## src/rtl/uart_rx_os16_if.sv

```systemverilog
// Consumer-side bus of the 16x oversampling UART receiver.
// Optional UART_RX_PARITY_EN adds the parity_err pulse.
interface uart_rx_os16_if;
  logic [7:0] rx_data;
  logic       rx_valid;
  logic       rx_ready;
  logic       rx_busy;
  logic       frame_err;
  logic       overrun;
`ifdef UART_RX_PARITY_EN
  logic       parity_err;
`endif

  modport master (
    output rx_data,
    output rx_valid,
    output rx_busy,
    output frame_err,
    output overrun,
`ifdef UART_RX_PARITY_EN
    output parity_err,
`endif
    input  rx_ready
  );

  modport slave (
    input  rx_data,
    input  rx_valid,
    input  rx_busy,
    input  frame_err,
    input  overrun,
`ifdef UART_RX_PARITY_EN
    input  parity_err,
`endif
    output rx_ready
  );
endinterface

```

## src/rtl/uart_rx_os16.sv

```systemverilog
// UART receiver, 8N1 LSB first, 16x oversampling with 3-sample majority per bit.
// Define UART_RX_PARITY_EN for 8E1 framing with a parity_err pulse.
module uart_rx_os16 #(
  parameter int unsigned CLK_HZ = 50000000,
  parameter int unsigned BAUD   = 9600
) (
  input  logic           clk,
  input  logic           rst_n,
  input  logic           rs232_rx,
  uart_rx_os16_if.master rx_if
);

  localparam int unsigned DIV  = CLK_HZ / (16 * BAUD);
  localparam int unsigned DivW = (DIV > 1) ? $clog2(DIV) : 1;
  localparam logic [DivW-1:0] DivMax = DivW'(DIV - 1);

  typedef enum logic [2:0] {
    StIdle,
    StStart,
    StData,
`ifdef UART_RX_PARITY_EN
    StParity,
`endif
    StStop
  } state_e;

  state_e          state_q, state_d;
  logic [1:0]      sync_q;
  logic            prev_q;
  logic [DivW-1:0] div_q, div_d;
  logic [3:0]      idx_q, idx_d;
  logic [2:0]      bit_cnt_q, bit_cnt_d;
  logic [1:0]      samp_q, samp_d;
  logic [7:0]      shift_q, shift_d;
  logic [7:0]      rx_data_q, rx_data_d;
  logic            rx_valid_q, rx_valid_d;
  logic            frame_err_q, frame_err_d;
  logic            overrun_q, overrun_d;
`ifdef UART_RX_PARITY_EN
  logic            par_q, par_d;
  logic            parity_err_q, parity_err_d;
`endif

  logic line, fall, tick, decide, bit_done, maj, good;

  assign line     = sync_q[1];
  assign fall     = prev_q & ~line;
  assign tick     = (state_q != StIdle) && (div_q == DivMax);
  assign decide   = tick && (idx_q == 4'd9);
  assign bit_done = tick && (idx_q == 4'd15);
  // Third sample is the live line at tick 9, so the vote completes on that tick.
  assign maj      = (samp_q[0] & samp_q[1]) | (samp_q[0] & line) | (samp_q[1] & line);

  always_ff @(posedge clk or negedge rst_n) begin
    if (!rst_n) begin
      sync_q <= 2'b11;
      prev_q <= 1'b1;
    end else begin
      sync_q <= {sync_q[0], rs232_rx};
      prev_q <= line;
    end
  end

  always_ff @(posedge clk or negedge rst_n) begin
    if (!rst_n) begin
      state_q     <= StIdle;
      div_q       <= '0;
      idx_q       <= '0;
      bit_cnt_q   <= '0;
      samp_q      <= '0;
      shift_q     <= '0;
      rx_data_q   <= '0;
      rx_valid_q  <= 1'b0;
      frame_err_q <= 1'b0;
      overrun_q   <= 1'b0;
`ifdef UART_RX_PARITY_EN
      par_q        <= 1'b0;
      parity_err_q <= 1'b0;
`endif
    end else begin
      state_q     <= state_d;
      div_q       <= div_d;
      idx_q       <= idx_d;
      bit_cnt_q   <= bit_cnt_d;
      samp_q      <= samp_d;
      shift_q     <= shift_d;
      rx_data_q   <= rx_data_d;
      rx_valid_q  <= rx_valid_d;
      frame_err_q <= frame_err_d;
      overrun_q   <= overrun_d;
`ifdef UART_RX_PARITY_EN
      par_q        <= par_d;
      parity_err_q <= parity_err_d;
`endif
    end
  end

  always_comb begin
    state_d     = state_q;
    div_d       = div_q;
    idx_d       = idx_q;
    bit_cnt_d   = bit_cnt_q;
    samp_d      = samp_q;
    shift_d     = shift_q;
    rx_data_d   = rx_data_q;
    rx_valid_d  = rx_valid_q & ~rx_if.rx_ready;
    frame_err_d = 1'b0;
    overrun_d   = 1'b0;
    good        = 1'b0;
`ifdef UART_RX_PARITY_EN
    par_d        = par_q;
    parity_err_d = 1'b0;
`endif

    if (state_q != StIdle) begin
      div_d = tick ? '0 : div_q + 1'b1;
      if (tick) idx_d = idx_q + 4'd1;
      if (tick && idx_q == 4'd7) samp_d[0] = line;
      if (tick && idx_q == 4'd8) samp_d[1] = line;
    end

    unique case (state_q)
      StIdle: begin
        div_d = '0;
        idx_d = '0;
        if (fall) state_d = StStart;
      end
      StStart: begin
        if (decide && maj) begin
          state_d = StIdle;
        end else if (bit_done) begin
          state_d   = StData;
          bit_cnt_d = '0;
        end
      end
      StData: begin
        if (decide) shift_d[bit_cnt_q] = maj;
        if (bit_done) begin
          if (bit_cnt_q == 3'd7) begin
`ifdef UART_RX_PARITY_EN
            state_d = StParity;
`else
            state_d = StStop;
`endif
          end else begin
            bit_cnt_d = bit_cnt_q + 3'd1;
          end
        end
      end
`ifdef UART_RX_PARITY_EN
      StParity: begin
        if (decide) par_d = maj;
        if (bit_done) state_d = StStop;
      end
`endif
      StStop: begin
        if (decide) begin
          // Leave at mid-stop so a back-to-back start edge is not missed.
          state_d = StIdle;
          good    = maj;
          if (!maj) frame_err_d = 1'b1;
`ifdef UART_RX_PARITY_EN
          if (par_q != ^shift_q) begin
            parity_err_d = 1'b1;
            good         = 1'b0;
          end
`endif
          if (good) begin
            if (!rx_valid_q || rx_if.rx_ready) begin
              rx_data_d  = shift_q;
              rx_valid_d = 1'b1;
            end else begin
              overrun_d = 1'b1;
            end
          end
        end
      end
      default: state_d = StIdle;
    endcase
  end

  assign rx_if.rx_data   = rx_data_q;
  assign rx_if.rx_valid  = rx_valid_q;
  assign rx_if.rx_busy   = (state_q != StIdle);
  assign rx_if.frame_err = frame_err_q;
  assign rx_if.overrun   = overrun_q;
`ifdef UART_RX_PARITY_EN
  assign rx_if.parity_err = parity_err_q;
`endif

endmodule

```

## src/flat_wrapper.sv

```systemverilog
// flat-port wrapper written by rule: the top's interface ports become plain ports
module uart_rx_os16_flat 
#(
  parameter int unsigned CLK_HZ = 50000000,
  parameter int unsigned BAUD   = 9600
)
  (clk, rst_n, rs232_rx, rx_if_rx_data, rx_if_rx_valid, rx_if_rx_busy, rx_if_frame_err, rx_if_overrun, rx_if_rx_ready);
  uart_rx_os16_if rx_if_i ();
  input  logic clk;
  input  logic rst_n;
  input  logic rs232_rx;
  output wire logic [$bits(rx_if_i.rx_data)-1:0] rx_if_rx_data;
  output wire logic [$bits(rx_if_i.rx_valid)-1:0] rx_if_rx_valid;
  output wire logic [$bits(rx_if_i.rx_busy)-1:0] rx_if_rx_busy;
  output wire logic [$bits(rx_if_i.frame_err)-1:0] rx_if_frame_err;
  output wire logic [$bits(rx_if_i.overrun)-1:0] rx_if_overrun;
  input wire logic [$bits(rx_if_i.rx_ready)-1:0] rx_if_rx_ready;
  assign rx_if_rx_data = rx_if_i.rx_data;
  assign rx_if_rx_valid = rx_if_i.rx_valid;
  assign rx_if_rx_busy = rx_if_i.rx_busy;
  assign rx_if_frame_err = rx_if_i.frame_err;
  assign rx_if_overrun = rx_if_i.overrun;
  assign rx_if_i.rx_ready = rx_if_rx_ready;
  uart_rx_os16 #(.CLK_HZ(CLK_HZ), .BAUD(BAUD)) u_core (.clk(clk), .rst_n(rst_n), .rs232_rx(rs232_rx), .rx_if(rx_if_i));
endmodule
```

## config.mk

```make
export PLATFORM = sky130hd
export DESIGN_NAME = uart_rx_os16_flat
export DESIGN_NICKNAME = d
export VERILOG_FILES = /design/src/rtl/uart_rx_os16_if.sv /design/src/rtl/uart_rx_os16.sv /design/src/flat_wrapper.sv
export SDC_FILE = /design/constraint.sdc
export NUM_CORES = 1
export LEC_CHECK = 0
export ABC_CLOCK_PERIOD_IN_PS = 2250
export BUFFER_PORTS_ARGS = -buffer_cell sky130_fd_sc_hd__buf_2
export CELL_PAD_IN_SITES_DETAIL_PLACEMENT = 1
export CELL_PAD_IN_SITES_GLOBAL_PLACEMENT = 2
export CORE_MARGIN = 3
export CORE_UTILIZATION = 35
export DETAILED_ROUTE_END_ITERATION = 12
export PLACE_DENSITY_LB_ADDON = 0.25
export SYNTH_ARGS = -nofsm -noshare
export SYNTH_HDL_FRONTEND = slang
export SYNTH_SLANG_ARGS = --single-unit
```

## constraint.sdc

```tcl
create_clock -name clk -period 2.25 [get_ports clk]
set_clock_uncertainty 0.2 [all_clocks]
set_input_delay 0 -clock clk [delete_from_list [all_inputs] [get_ports clk]]
set_output_delay 0 -clock clk [all_outputs]
set_load 0.005 [all_outputs]
```

==> results.sh <==
export IMPL_initial_core_util=0.376
export IMPL_swShare=0.293
export IMPL_grt_usage=0.150
export IMPL_path_clk_slew_ns=0.08
export IMPL_clock_path_buffers=2
export IMPL_maxSlewHeadroom=0.363
export IMPL_dp_slack_ns=0.00356
export IMPL_dpl_instance_area_mm2=0.00239
export IMPL_vias=1551
export IMPL_final_common_cell="dfrtp_1"
export IMPL_die_w_um=84.3
export IMPL_cts_sinks=42
export IMPL_cts_tree="yes"
export IMPL_io_buffer_count=15
export IMPL_yosys_warnings=0
export IMPL_clk_latency_ns=0.30
export IMPL_seqPwrFrac=0.437
export IMPL_drt_pass1_iter_count=4
export IMPL_synth_area_per_cell_um2=11.4
export IMPL_cts_buffers_inserted=5
export IMPL_via_per_inst=5.15
export IMPL_cp_top_family="compound AO/OA/AOI/OAI gates"
export IMPL_synth_area_mm2=0.00214
export IMPL_drtIter0Drc=60
export IMPL_dpl_hpwl_um=3480
export IMPL_cp_required_ns=2.24
export IMPL_drc=0
export IMPL_die_h_um=84.3
export IMPL_place_congestion=0.792
export IMPL_critPathBufInv=3
export IMPL_p_sw_uw=549
export IMPL_area_delta_synth_final_pct=22.6
export IMPL_die_area_mm2=0.00710
export IMPL_hold_violations=0
export IMPL_cts_root_buf="clkbuf_8"
export IMPL_fin_nets=243
export IMPL_path_cells="inv_2 -> ha_2 -> buf_6 -> nand4b_1 -> buf_4 -> o41ai_4 -> o2111ai_2 -> mux2i_1"
export IMPL_htree_levels=2
export IMPL_io_pins=16
export IMPL_wirelength_um=4890
export IMPL_grt_pass1_wl_um=8510
export IMPL_status="finished, final reports clean"
export IMPL_synth_cells=188
export IMPL_synth_seq_area_share=0.492
export IMPL_grt_max_degree=43
export IMPL_coreArea_mm2=0.00571
export IMPL_grt_ovfl_total=0
export IMPL_cap_violations=0
export IMPL_setup_slack_ns=0.0513
export IMPL_finalSetupViolCount=0
export IMPL_utilization=0.461
export IMPL_min_period_ns=2.20
export IMPL_slowest_stage="dfrtp_1"
export IMPL_irDropWorstVdd_v=0.000304
export IMPL_yosysUniqueCellTypes=41
export IMPL_finalMaxSlewViolations=0
export IMPL_min_path_type="input pin to flip-flop"
export IMPL_grt_pass1_vias=1740
export IMPL_crit_type="flip-flop to flip-flop"
export IMPL_cp_slowest_stage_delay_ns=0.37
export IMPL_drtAntennaViolNets=0
export IMPL_worstMarginPinSlew_ns=0.956
export IMPL_layout_common_cells="dfrtp_1, nor2_1, buf_4"
export IMPL_antenna_found_initial=0
export IMPL_synth_seq_cells=42
export IMPL_fmax_ghz=0.455
export IMPL_p_leak_nw=1.25
export IMPL_diodes=0
export IMPL_critPathCaptureType="flip-flop"
export IMPL_drive_gt1_frac=0.345
export IMPL_intPower_mw=1.32
export IMPL_synth_nets=203
export IMPL_worst_setup_path_start_kind="flip-flop"
export IMPL_wl_per_cell_um=16.2
export IMPL_combPwrFrac=0.236
export IMPL_pwr_share_clk=0.327
export IMPL_rows=27
export IMPL_worst_path_max_fanout=10
export IMPL_p_per_area_mw_per_mm2=712
export IMPL_cp_data_arrival_time_ns=2.19
export IMPL_final_area_mm2=0.00263
export IMPL_timing_final_crit_share=0.977
-- cell families after synthesis --
family / count (synthesis) / share of synthesized area
xor+xnor: 10 / 0.0408
mux: 22 / 0.128
buf+inv: 20 / 0.0467
fa+ha+maj: 12 / 0.0688
flops: 42 / 0.492
compound gates: 12 / 0.0455
simple gates: 70 / 0.179
-- power groups by stage --
| stage | combinational, mW | sequential, mW | clock, mW |
|---|---|---|---|
| after floorplan | 0.231 | 0.836 | 0 |
| after global placement | 0.365 | 0.835 | 0 |
| after detailed placement | 0.380 | 0.840 | 0 |
| after CTS | 0.390 | 0.825 | 0.638 |
| after global routing | 0.490 | 0.822 | 0.670 |
| final | 0.442 | 0.817 | 0.613 |
-- synthesized netlist by cell type (all sizes together) --
master | n | share of area
nor2b | 1 | 0.0029
and4bb | 3 | 0.018
and2 | 2 | 0.0058
maj3 | 1 | 0.0047
o41ai | 1 | 0.0076
mux2i | 3 | 0.014
o31a | 1 | 0.0041
and4 | 3 | 0.012
nand4b | 1 | 0.0041
dfstp | 3 | 0.037
nand3 | 7 | 0.016
xnor2 | 2 | 0.0082
ha | 11 | 0.064
nand4bb | 2 | 0.011
a31o | 1 | 0.0041
mux2 | 19 | 0.11
o21ai | 2 | 0.0047
and3 | 3 | 0.0088
a2111oi | 1 | 0.0041
buf | 5 | 0.020
o21a | 1 | 0.0041
xor2 | 8 | 0.033
a21oi | 2 | 0.0047
nor4 | 1 | 0.0029
inv | 14 | 0.025
clkbuf | 1 | 0.0017
dfrtp | 39 | 0.46
a41o | 1 | 0.0047
o211ai | 1 | 0.0035
nand4 | 6 | 0.018
nor3 | 4 | 0.0093
o2111ai | 1 | 0.0041
nor3b | 2 | 0.0070
nand2b | 2 | 0.0058
nor2 | 23 | 0.040
nand2 | 10 | 0.018
-- layout make-up --
cell class	instances	area, um2
clock inverter	3	43.8
multi-input combinational	126	1040
timing repair buffer	39	283
tap	72	90.1
fill	632	3080
sequential	42	1060
clock buffer	5	68.8
inverter	14	52.6
-- worst paths after layout --
check / startpoint / end / slack [ns] / cells past startpoint
worst max-delay path: u_core.state_q[0] / u_core.state_q[0] / 0.05 / 8
worst min-delay path: rs232_rx / u_core.sync_q[0] / 0.15 / 2
worst max register to register: u_core.state_q[0] / u_core.state_q[0] / 0.05 / 8
worst min register to register: u_core.sync_q[0] / u_core.sync_q[1] / 0.16 / 0
max in group asynchronous: rst_n / u_core.div_q[1] / 1.01 / 2
min in group asynchronous: rst_n / u_core.idx_q[1] / 0.18 / 2
-- stage by stage --
stage	hold WS, ns	TNS (ns)	instances	power [mW]
floorplan	-0.496	0	188	1.07
global placement	-0.0935	0	284	1.20
detailed placement	-0.0909	0	284	1.22
CTS	0.130	0	295	1.85
global route	0.139	-0.0231	301	1.98
finish	0.151	0	301	1.87
-- layer usage --
layer | share of wire | up-vias | track usage | routed length [um]
met5 | 0 | - | 0 | 0
met2 | 0.52 | 15 | 0.256 | 2550
li1 | - | 733 | - | -
met4 | 0.019 | 0 | 0.0599 | 94
met3 | 0.023 | 9 | 0.0363 | 112
met1 | 0.44 | 794 | 0.182 | 2130
-- sequential cells by signal (all words and copies together), names as in the netlist, 2 cells and up --
register              flops
u_core.bit_cnt_q          3
u_core.div_q              9
u_core.idx_q              4
u_core.rx_if.rx_data      8
u_core.samp_q             2
u_core.shift_q            8
u_core.state_q            2
u_core.sync_q             2
-- timing repair --
item,in CTS,in global routing
hold buffers,3,0
resized for setup,2,13
setup buffers,0,6
pin swaps,0,3
endpoints found under the hold margin,42,0
endpoints found under the setup margin,3,20
Power figures use the tool's default switching activity.
